**src/rtl/add_sched_pkg.sv**
```systemverilog
// Shared widths and the in-flight tag record for the add_sched adder scheduler.
package add_sched_pkg;

  localparam int ADD_W  = 32;
  localparam int ID_W   = 2;
  localparam int STAT_W = 16;

  typedef struct packed {
    logic            valid;
    logic [ID_W-1:0] id;
  } tag_t;

endpackage

```
**src/rtl/rr_arbiter.sv**
```systemverilog
// Round-robin pick over N_REQ requests, searching upward from last_grant+1 with wrap.
module rr_arbiter
  import add_sched_pkg::*;
#(
  parameter int N_REQ = 2
) (
  input  logic [N_REQ-1:0] req,
  input  logic [ID_W-1:0]  last_grant,
  input  logic             en,
  output logic [N_REQ-1:0] gnt,
  output logic [ID_W-1:0]  gnt_id,
  output logic             gnt_any
);

  // Outer loop walks priority order; the first hit blocks every later candidate.
  always_comb begin
    gnt     = '0;
    gnt_id  = '0;
    gnt_any = 1'b0;
    for (int k = 1; k <= N_REQ; k++) begin
      for (int i = 0; i < N_REQ; i++) begin
        if (en && !gnt_any && req[i] && (i == (int'(last_grant) + k) % N_REQ)) begin
          gnt[i]  = 1'b1;
          gnt_id  = ID_W'(i);
          gnt_any = 1'b1;
        end
      end
    end
  end

endmodule

```
**src/rtl/add_sched.sv**
```systemverilog
// Shares one LAT-stage pipelined adder between N_REQ requesters with tag tracking and backpressure.
// Optional per-requester completion counters are built when ADD_SCHED_STATS_EN is defined.
module add_sched
  import add_sched_pkg::*;
#(
  parameter int N_REQ = 2,
  parameter int LAT   = 4
) (
  input  logic                   clk,
  input  logic                   rst_n,
  // Handshakes: a transfer happens on a rising edge where valid and ready are both high;
  // ready never depends on the same requester's valid being held beyond that cycle.
  input  logic [N_REQ-1:0]       req_valid,
  output logic [N_REQ-1:0]       req_ready,
  input  logic [N_REQ*ADD_W-1:0] req_a,
  input  logic [N_REQ*ADD_W-1:0] req_b,
  input  logic [N_REQ-1:0]       req_cin,
  input  logic                   flush,
  output logic [ADD_W-1:0]       add_a,
  output logic [ADD_W-1:0]       add_b,
  output logic                   add_cin,
  output logic                   add_stop,
  output logic                   add_new,
  input  logic [ADD_W-1:0]       add_sum,
  input  logic                   add_cout,
  output logic [N_REQ-1:0]       rsp_valid,
  input  logic [N_REQ-1:0]       rsp_ready,
  output logic [ADD_W-1:0]       rsp_sum,
  output logic                   rsp_cout,
  output logic                   busy
`ifdef ADD_SCHED_STATS_EN
  ,
  output logic [N_REQ*STAT_W-1:0] stat_cnt
`endif
);

  tag_t             tags [LAT];
  tag_t             head;
  logic [ID_W-1:0]  last_grant;
  logic             rst_seen;
  logic             kill;
  logic             head_ready;
  logic             stall;
  logic [N_REQ-1:0] gnt;
  logic [ID_W-1:0]  gnt_id;
  logic             gnt_any;

  assign head = tags[LAT-1];

  // The first cycle out of reset behaves like a flush so the adder's stale stages get cleared.
  assign kill    = flush | ~rst_seen;
  assign add_new = rst_n & kill;

  always_comb begin
    head_ready = 1'b0;
    rsp_valid  = '0;
    for (int i = 0; i < N_REQ; i++) begin
      if (head.id == ID_W'(i)) begin
        head_ready   = rsp_ready[i];
        rsp_valid[i] = head.valid & ~kill;
      end
    end
  end

  assign stall    = head.valid & ~head_ready;
  assign add_stop = stall & ~kill;

  rr_arbiter #(.N_REQ(N_REQ)) u_arb (
    .req        (req_valid),
    .last_grant (last_grant),
    .en         (~stall & ~kill),
    .gnt        (gnt),
    .gnt_id     (gnt_id),
    .gnt_any    (gnt_any)
  );

  assign req_ready = gnt;
  assign rsp_sum   = add_sum;
  assign rsp_cout  = add_cout;

  always_comb begin
    add_a   = '0;
    add_b   = '0;
    add_cin = 1'b0;
    for (int i = 0; i < N_REQ; i++) begin
      if (gnt[i]) begin
        add_a   = req_a[ADD_W*i +: ADD_W];
        add_b   = req_b[ADD_W*i +: ADD_W];
        add_cin = req_cin[i];
      end
    end
  end

  always_comb begin
    busy = 1'b0;
    for (int i = 0; i < LAT; i++) busy = busy | tags[i].valid;
  end

  // The tag pipe advances in lockstep with the adder: it holds exactly when add_stop freezes it.
  always_ff @(posedge clk or negedge rst_n) begin
    if (!rst_n) begin
      for (int i = 0; i < LAT; i++) tags[i] <= '0;
      last_grant <= ID_W'(N_REQ - 1);
      rst_seen   <= 1'b0;
    end else begin
      rst_seen <= 1'b1;
      if (kill) begin
        for (int i = 0; i < LAT; i++) tags[i] <= '0;
      end else if (!stall) begin
        for (int i = LAT - 1; i > 0; i--) tags[i] <= tags[i-1];
        tags[0] <= '{valid: gnt_any, id: gnt_id};
        if (gnt_any) last_grant <= gnt_id;
      end
    end
  end

`ifdef ADD_SCHED_STATS_EN
  logic [STAT_W-1:0] cnt [N_REQ];
  logic              retire;

  assign retire = head.valid & head_ready & ~kill;

  // Saturating counters survive flush; only reset clears them.
  always_ff @(posedge clk or negedge rst_n) begin
    if (!rst_n) begin
      for (int i = 0; i < N_REQ; i++) cnt[i] <= '0;
    end else begin
      for (int i = 0; i < N_REQ; i++) begin
        if (retire && head.id == ID_W'(i) && cnt[i] != {STAT_W{1'b1}}) cnt[i] <= cnt[i] + 1'b1;
      end
    end
  end

  always_comb begin
    stat_cnt = '0;
    for (int i = 0; i < N_REQ; i++) stat_cnt[STAT_W*i +: STAT_W] = cnt[i];
  end
`endif

endmodule

```
**config.mk**
```make
export PLATFORM = sky130hd
export DESIGN_NAME = add_sched
export DESIGN_NICKNAME = d
export VERILOG_FILES = /design/src/rtl/add_sched_pkg.sv /design/src/rtl/rr_arbiter.sv /design/src/rtl/add_sched.sv
export SDC_FILE = /design/constraint.sdc
export NUM_CORES = 1
export LEC_CHECK = 0
export BUFFER_PORTS_ARGS = -buffer_cell sky130_fd_sc_hd__buf_4
export CAP_MARGIN = 25
export CORE_AREA = 2 2 107 109
export CTS_CLUSTER_SIZE = 14
export DETAILED_ROUTE_END_ITERATION = 10
export DIE_AREA = 0 0 109 111
export PLACE_DENSITY_LB_ADDON = 0.05
export RECOVER_POWER = 100
export REMOVE_ABC_BUFFERS = 1
export SLEW_MARGIN = 20
export SYNTH_ARGS = -nofsm -noshare
export SYNTH_HDL_FRONTEND = slang
export SYNTH_SLANG_ARGS = --single-unit
```
**constraint.sdc**
```tcl
create_clock -name clk -period 1.7 [get_ports clk]
set_input_delay 0.34 -clock clk [delete_from_list [all_inputs] [get_ports clk]]
set_output_delay 0.34 -clock clk [all_outputs]
set_load 0.02 [all_outputs]
```
==> impl_metrics.ini <==
[run_status]
run_status = finished, violations left
failing_checks = negative setup slack

[clock_network]
tritoncts.num_buffers = 3
worst_skew_late_latency_ns = 0.23
buffer_depth_of_the_longest_clock_path = 2
tritoncts = done
htree_levels = 1
clock_sink_count = 10
cts.root.buffer_cell = clkbuf_16
cts_clk_pin_slew_worst_paths_ns = 0.04

[cells_and_area]
num_antenna_cells = 0
fin_nets = 586
fill_cells = 1214
final_core_util_pct = 31.9
post-route-cell-area_um2 = 3530
layout-drive-gt1-share_pct = 58.1
layout.cells.most_common_list = 215 x buf_4, 67 x nor2_1, 65 x a32oi_1, 12 x nand2_1, 9 x dfrtp_1
area_growth_pct = 107
mostFrequentLayoutCell = buf_4

[floorplan]
floorplan.die.height_um = 111
design.portCount = 275
std_cell_core_area_um2 = 11100
placementRows = 39
dieArea_um2 = 12100
die_x_um = 109
floorplan.initialDensity_pct = 15.4

[synthesis]
post-synth-top-area-cell = a32oi_1
ys_seq_area_share_pct = 14.7
synth-warning-count = 0
yosys.area.top_type_share_pct = 33.4
synth-seq-cells = 10
netlist-cell-type-count = 25
syn_avg_cell_area_um2 = 7.05
syn_inst = 242
syn_area_um2 = 1710
netlist_top_cells_area = a32oi_1 33%, nor2_1 15%, buf_4 15%

[drt]
routed_wire_length_per_instance_um = 20.4
drt-initial-drc-count = 203
firstDrtPassIters = 4
dr_total_vias = 2625
routed_wirelength_um = 11400
viasPerCell = 4.70
ant_nets = 0
drt_drc_violations_left = 0

[placed_design]
numPortBuffers = 208
place_congestion = 0.802
place_ws_ns = -0.101
place_hpwl_um = 8180
place_area_um2 = 3260

[setup_path]
timing.critical_path.slowest_stage_cell = dfrtp_1
critPathMaxFanout = 11
crit_required_ns = 1.36
start_kind = flop
crit_chain = mux2_4 -> o21ai_4 -> buf_12 -> clkbuf_16 -> nor2_1 -> buf_4
setup.worst_path.class = reg2out
critical_path.n_buffers_inverters = 3
cp_slowest_stage_delay_ns = 0.39
worst_path_dominant_cell_family = buffers and inverters
data_arrival_time_at_the_worst_slack_endpoint_ns = 1.66
crit_path_end_kind = primary output

[timing]
min_period_ns = 2.00
rsz0062_at_grt = yes
finalSetupViolCount = 67
clock_skew_ns = 0.000574
clock.fmax_mhz = 499
maxSlewViolCount = 0
final.setup.worst_slack_ns = -0.305
hold_viol_final = 0
fin_crit_sh_pct = 118

[pwr]
irDropWorstVdd_mv = 0.260
power_density_nw_per_um2 = 490
power_leakage_uw = 0.00174

[grt]
maximum_number_of_pins_on_one_net_before_global_route_repair = 46
grt_pass1_wl_um = 15400
grt_antenna_before_repair = 0
grt_overflow = 0
global_route.usage.total_pct = 16.7
via_count_of_the_first_global_routing_pass = 2559

[flow_run]
cap_violations = 0

[hold_path]
worst_min_path_class = in2async
area by class of cell:
type                    count  area (um^2)  share of cell area [%]
repair buffers            232         1920                    54.4
multi-input cells         168         1090                    30.8
flip-flops and latches     10          251                    7.12
well taps                 143          179                    5.06
clock buffers               4         88.8                    2.51
inverters                   1         3.75                   0.106
flip-flops by register name, summed over array words and instances, names as in the netlist:
register    cells
head            2
last_grant      1
rst_seen        1
tags            6
cell usage after synthesis, drive strengths merged:
library cell / number
or4: 1
buf: 56
o21ai: 2
a21oi: 1
and3: 2
a21boi: 1
conb: 1
nor2: 68
o211a: 1
inv: 1
o22a: 1
nand2b: 1
mux2: 1
dfrtp: 9
nand2: 12
dfstp: 1
nor2b: 3
clkbuf: 7
mux2i: 7
a32oi: 65
o22ai: 1
worst paths after layout:
check	depth (start not counted)	slack [ns]	endpoint	from
setup / recovery	6	-0.30	add_b[3]	head[0]
setup reg to reg	6	0.16	tags[9]	head[0]
min in group clk	4	0.52	head[2]	rsp_ready[0]
max in group asynchronous	2	0.71	head[0]	rst_n
hold / removal	1	0.13	last_grant[0]	rst_n
hold reg to reg	2	0.54	tags[3]	tags[3]
power by group:
group / switching, uW / internal, uW / leakage, uW
registers: 9.66 / 254 / 0.000132
logic: 485 / 522 / 0.00156
clock network: 107 / 353 / 0.0000442
routing by layer:
layer,GRT usage [%],vias up,share of wire [%]
li1,-,1228,-
met1,19.0,1238,37
met2,29.0,152,51
met3,7.47,7,12
met4,2.31,0,0.71
met5,0,-,0
timing repair:
item,4_1_cts,5_1_grt
gates cloned,1,3
resized for setup,4,8
endpoints found under the setup margin,68,69
buffers inserted,1,2
endpoints found under the hold margin,9,0
hold buffers,1,0
cell families after synthesis:
group / Yosys count / share of synthesized area, %
simple gates: 87 / 20.2
compound gates: 72 / 36.4
buf+inv: 64 / 23.6
flops: 10 / 14.7
mux: 8 / 4.77
other cells: 1 / 0.220
through the flow:
stage	TNS (ns)	total power, uW	hold slack, ns	std cells
after floorplan	-115.73	652	0.0444	179
after global placement	-4.21	1220	0.184	546
after detailed placement	-4.55	1220	0.182	546
after CTS	-18.88	1720	0.0564	553
after global routing	-23.13	1840	0.171	558
final	-18.89	1730	0.130	558
Note: power is estimated with default switching activity, not from simulation.
